--- src/rtl/hw_pkg.sv ---
// rtl/hw_pkg.sv - shared types for the contact debouncer
package hw_pkg;

  typedef enum logic {DB_STABLE, DB_PEND} db_state_t;

endpackage

--- src/rtl/contact_debounce_ch.sv ---
// rtl/contact_debounce_ch.sv - one debounce channel: synchronizer, qualify FSM, tick counter, held strobe
module contact_debounce_ch
  import hw_pkg::*;
#(
  parameter int   D    = 10,
  parameter logic INIT = 1'b0
) (
  input  logic clk,
  input  logic rst,
  input  logic tick,
  input  logic raw,
  output logic level,
  output logic rise,
  output logic fall
);

  localparam int            CW       = $clog2(D + 1);
  localparam logic [CW-1:0] CTR_LOAD = CW'(D);
  localparam logic [CW-1:0] CTR_ONE  = CW'(1);

  logic          meta;
  logic          sync;
  db_state_t     state, state_nx;
  logic [CW-1:0] ctr, ctr_nx;
  logic          level_nx, rise_nx, fall_nx;

  always_ff @(posedge clk) begin
    if (rst) begin
      meta  <= INIT;
      sync  <= INIT;
      state <= DB_STABLE;
      ctr   <= CTR_LOAD;
      level <= INIT;
      rise  <= 1'b0;
      fall  <= 1'b0;
    end else begin
      meta  <= raw;
      sync  <= meta;
      state <= state_nx;
      ctr   <= ctr_nx;
      level <= level_nx;
      rise  <= rise_nx;
      fall  <= fall_nx;
    end
  end

  always_comb begin
    state_nx = state;
    ctr_nx   = ctr;
    level_nx = level;
    rise_nx  = rise;
    fall_nx  = fall;
    // A held strobe has now been visible across one tick; a commit below overrides this.
    if (tick) begin
      rise_nx = 1'b0;
      fall_nx = 1'b0;
    end
    case (state)
      DB_STABLE: begin
        if (sync != level) begin
          state_nx = DB_PEND;
          ctr_nx   = CTR_LOAD;
        end
      end
      DB_PEND: begin
        if (sync == level) begin
          state_nx = DB_STABLE;
        end else if (tick) begin
          if (ctr == CTR_ONE) begin
            level_nx = ~level;
            rise_nx  = ~level;
            fall_nx  = level;
            state_nx = DB_STABLE;
          end else begin
            ctr_nx = ctr - CTR_ONE;
          end
        end
      end
      default: state_nx = DB_STABLE;
    endcase
  end

endmodule

--- src/rtl/contact_debounce.sv ---
// rtl/contact_debounce.sv - N independent contact debounce channels sharing clk, rst and tick
module contact_debounce #(
  parameter int   N    = 1,
  parameter int   D    = 10,
  parameter logic INIT = 1'b0
) (
  input  logic         clk,
  input  logic         rst,
  input  logic         tick,
  input  logic [N-1:0] raw,
  output logic [N-1:0] level,
  output logic [N-1:0] rise,
  output logic [N-1:0] fall
);

  for (genvar i = 0; i < N; i++) begin : g_ch
    contact_debounce_ch #(
      .D    (D),
      .INIT (INIT)
    ) u_ch (
      .clk   (clk),
      .rst   (rst),
      .tick  (tick),
      .raw   (raw[i]),
      .level (level[i]),
      .rise  (rise[i]),
      .fall  (fall[i])
    );
  end

endmodule

--- config.mk ---
export PLATFORM = sky130hd
export DESIGN_NAME = contact_debounce
export DESIGN_NICKNAME = d
export VERILOG_FILES = /design/src/rtl/hw_pkg.sv /design/src/rtl/contact_debounce_ch.sv /design/src/rtl/contact_debounce.sv
export SDC_FILE = /design/constraint.sdc
export NUM_CORES = 1
export LEC_CHECK = 0
export CAP_MARGIN = 30
export CORE_ASPECT_RATIO = 0.9
export CORE_MARGIN = 2
export CORE_UTILIZATION = 25
export CTS_CLUSTER_DIAMETER = 80
export DETAILED_ROUTE_END_ITERATION = 10
export HOLD_SLACK_MARGIN = 0.1
export PLACE_DENSITY = 0.44
export SYNTH_ARGS = -nofsm -noshare
export SYNTH_HDL_FRONTEND = slang
export SYNTH_HIERARCHICAL = 1
export SYNTH_SLANG_ARGS = --single-unit
--- constraint.sdc ---
create_clock -name clk -period 1.3 [get_ports clk]
set_clock_uncertainty 0.05 [all_clocks]
set_input_delay 0.195 -clock clk [delete_from_list [all_inputs] [get_ports clk]]
set_output_delay 0.195 -clock clk [all_outputs]
set_load 0.01 [all_outputs]
# After elaboration in Yosys (flattened, before gate mapping)
# Cells that the tools add are included.
# Widths: inputs -> output; s select.
[op_classes]
add_sub_neg = 1
eq_ne = 7
muxes = 20
bitwise = 3
n_reduce_logical = 2
[op_table]
columns = ["op", "count"]
rows = [
  ["$mux 4", 4],
  ["$mux 1", 14],
  ["$pmux 4 s2", 1],
  ["$reduce_and 4->1", 2],
  ["$ne 2x2->1 const B", 3],
  ["$eq 4x1->1 const B", 1],
  ["$sub 4x1->4 const B", 1],
  ["$not 1->1", 3],
  ["$ne 2x1->1 const B", 1],
  ["$pmux 1 s2", 1],
  ["$eq 1x1->1", 1],
  ["$ne 1x1->1", 1],
]
[word_totals]
ff_bits = 10
in_bits = 4
elab_cells = 40

# Longest topological paths before layout
[logic_depth]
word_depth = 5
ltp_mapped = 6
ltp_nobuf = 6

# Worst setup path before layout
# OpenSTA, ideal clock, no wires.
[synth_path]
path_type = "reg2reg"
start = "register g_ch[0].u_ch.ctr[0]"
end = "register g_ch[0].u_ch.ctr[3]"
setup_ns = 0.120
t_arrival_ns = 1.247
slack_ns = -0.116
stages_incl_launch_ff = 6
synth_period_minus_slack_ns = 1.416
cell_sequence = "dfxtp_1 -> ha_1 -> nand4bb_1 -> and3_4 -> a21o_1 -> a211o_1"
[synth_between]
elab_chain_len = 5
[synth_rtl]
columns = ["item", "line_no", "source"]
rows = [
  ["from (decl)", "contact_debounce_ch.sv:24", "logic [CW-1:0] ctr, ctr_nx;"],
  ["from (signal assigned)", "contact_debounce_ch.sv:40", "ctr <= ctr_nx;"],
  ["$sub 4x1->4", "contact_debounce_ch.sv:75", "ctr_nx = ctr - CTR_ONE;"],
  ["$mux 4", "contact_debounce_ch.sv:69", "if (ctr == CTR_ONE) begin"],
  ["$mux 4", "contact_debounce_ch.sv:68", "end else if (tick) begin"],
  ["$mux 4", "contact_debounce_ch.sv:66", "if (sync == level) begin"],
  ["$pmux 4 s2", "contact_debounce_ch.sv:58", "case (state)"],
]
# Parallel ways exist; a longest one is shown, timed or not. The select of a mux whose other input is x is not followed.
# A chain may end at the register's enable or synchronous reset.

# Worst setup path in the final report
[layout_path]
start = "register g_ch[0].u_ch.ctr[1]"
end = "register g_ch[0].u_ch.ctr[3]"
# The elaborated chain is that of the path after synthesis.

==> flow_summary_export.csv <==
group,metric,value,unit
place,io_buffers,6,
run_status,violations,"setup timing",
drt,routed_wirelength,1.00,mm
clocking,clkSinkCount,10,
floorplan,io_pins,7,
floorplan,die_h,44.6,um
sta,setup_ws,-0.0980,ns
synth,avgSynthCellArea,9.96,um^2
drt,vias_per_cell,4.36,
synth,ys_types,23,
clocking,clk_latency,0.27,ns
sta,fin_setup_tns,-0.197,ns
finish,finalNonFillerCells,94,
synth,ys_seq_elements,10,
clocking,cts-hold-fix-buffers,0,
sta,post-route-period-util,108,%
floorplan,die_width,49.1,um
finish,area_growth_syn_to_layout,62.8,%
sta,slew_violations,0,
place,post-dp-hpwl,785,um
sta,relSlewSlack,79.3,%
floorplan,core-area,1700,um^2
power,p_total,651,uW
power,p_leak,0.310,nW
drt,wirelength_met1,473,um
drt,top_layer,"met4",
synth,synthesis.area,458,um^2
worst_setup_path,cp.required,1.41,ns
drt,vias,410,
drt,first_pass_iters,1,
place,place_inst,89,
sta,worst_slew_pin_slew,0.308,ns
finish,final_core_util,43.9,%
sta,fmax,715,MHz
finish,multi_input_area,290,um^2
worst_setup_path,path_class,"flip-flop to flip-flop",
drt,wl_met3,56,um
drt,avgRoutedWirePerCell,10.7,um
clocking,h-tree-depth,1,
grt,grt_start_max_net_pins,8,
run_status,status,"finished, violations left",
job,maxCapViolations,0,
drt,drc,0,
sta,rsz0062_at_grt,"true",
synth,ys_warn_count,6,
floorplan,die_area,2190,um^2
worst_setup_path,worstSetupEndpointType,"flip-flop",
finish,antenna_cells,0,
worst_setup_path,start_kind,"flip-flop",
drt,drt_iter0_drc,0,
finish,regArea,210,um^2
sta,finalCriticalPeriod,1.40,ns
finish,nNetsFinal,77,
grt,grt_pass1_wl,1.75,mm
synth,yosysSeqAreaShare,43.7,%
place,gp_congestion,0.742,
worst_setup_path,crit_fanout,3,
sta,final-hold-violation-count,0,
worst_hold_path,hold_path.class,"input pin to flip-flop",
grt,grt_overflow_total,0,
finish,n_fill_cell,171,
floorplan,std_cell_rows,14,
sta,whs,0.366,ns
clocking,numCtsBuffers,3,
drt,met2_length,463,um
grt,track_usage,11.1,%
floorplan,start_util,27.0,%
clocking,cts_tree,"done",
grt,antenna_found_initial,0,
clocking,clk_pin_slew,0.07,ns
sta,setup_viol,5,
drt,postRouteAntennaNets,0,
power,power_density,873,nW/um^2
grt,grt_pass1_vias,393,
clocking,cts.path.max_buffers,2,
clocking,cts_root_buffer,"clkbuf_4",
synth,synthCells,46,
worst_setup_path,arrival,1.51,ns
power,max-vdd-ir-drop,0.641,mV
finish,drive_above_1_share,44.3,%
synth,syn_nets,52,
## final cells by class
| type | instances | share of cell area, % |
|---|---|---|
| Clock buffer | 4 | 4.87 |
| Timing Repair Buffer | 21 | 23.0 |
| Sequential cell | 10 | 28.2 |
| Inverter | 2 | 1.01 |
| Tap cell | 24 | 4.03 |
| Multi-Input combinational cell | 33 | 38.9 |
## final timing paths
kind                                 endpoint  slack [ns]                              from  cells past startpoint
max reg2reg  g_ch[0].u_ch/ctr[3]$_SDFFE_PP1P_        -0.1  g_ch[0].u_ch/ctr[1]$_SDFFE_PP1P_                      6
min reg2reg      g_ch[0].u_ch/sync$_SDFF_PP0_        0.40      g_ch[0].u_ch/meta$_SDFF_PP0_                      1
min                                 flip-flop        0.37                              tick                      4
max          g_ch[0].u_ch/ctr[3]$_SDFFE_PP1P_        -0.1  g_ch[0].u_ch/ctr[1]$_SDFFE_PP1P_                      6
## layout by cell type, fill, tap and decap left out, drive strengths merged
cell           netlist  layout
and3                 1       1
ha                   2       2
a211o                1       1
a21o                 1       1
nor3                 5       5
dlymetal6s2s         0       1
clkdlybuf4s50        0       2
nor2                 2       2
nor3b                1       1
nand4                1       1
a31oi                1       1
xnor2                2       2
a21oi                2       2
nand2                1       1
nand4bb              1       1
dlygate4sd2          0       3
nand3b               2       2
nand3                1       1
nor4b                1       1
buf                  0      15
mux2i                1       1
nor2b                2       2
clkbuf               1       4
inv                  2       2
xor2                 2       2
dfxtp               10      10
nand2b               3       3
## worst max-delay path: stages, from the launching register on
cell and delay, ns:
dfxtp_2 0.33, inv_2 0.07, ha_4 0.13, nand4bb_1 0.13, and3_4 0.20, a21o_1 0.15
a211o_1 0.24
## what timing repair did
item,in CTS,in global routing
endpoints found under the setup margin,8,7
pin swaps,1,5
resized for setup,4,8
buffers inserted,0,1
cloned,0,0
## power breakdown
group / total [mW] / switching [mW] / leakage, nW / internal [mW]
registers: 0.313 / 0.00400 / 0.0827 / 0.309
clock network: 0.286 / 0.116 / 0.0210 / 0.170
logic: 0.0515 / 0.0225 / 0.206 / 0.0290
## metal layers
metal	up-vias	track usage (%)
met4	0	3.43
met5	-	0
met2	6	18.1
met3	2	5.41
met1	192	13.0
li1	210	-
## through the flow
stage	area (um^2)	worst slack, ns
after floorplan	477	-0.0850
after global placement	668	-0.273
after detailed placement	668	-0.286
after CTS	706	-0.113
after global routing	746	-0.169
final	746	-0.0980
## cell usage after synthesis, drive strengths merged
master / instances / share of area, %
nand3: 1 / 2.2
xnor2: 2 / 3.8
nand3b: 2 / 3.3
xor2: 2 / 3.8
clkbuf: 1 / 0.82
inv: 2 / 1.6
nor2b: 2 / 2.7
and3: 1 / 2.5
mux2i: 1 / 2.2
a21o: 1 / 1.6
nor3b: 1 / 1.6
nor2: 2 / 1.6
nor4b: 1 / 3.3
nand4bb: 1 / 2.5
nor3: 5 / 5.5
nand2b: 3 / 4.1
nand2: 1 / 0.82
ha: 2 / 5.5
nand4: 1 / 1.4
a211o: 1 / 1.9
a21oi: 2 / 2.2
a31oi: 1 / 1.4
dfxtp: 10 / 44
## kinds of logic (layout without fill, tap and decap cells)
logic type | after synthesis | count (layout) | share of synthesized area (%)
AO/OA/AOI/OAI | 5 | 5 | 7.11
XOR/XNOR | 4 | 4 | 7.65
adder cells (fa/ha/maj) | 2 | 2 | 5.46
buffers and inverters | 3 | 27 | 2.46
flip-flops | 10 | 10 | 43.7
multiplexers | 1 | 1 | 2.19
AND/OR/NAND/NOR | 21 | 21 | 31.4
Note: power is estimated with default switching activity, not from simulation.
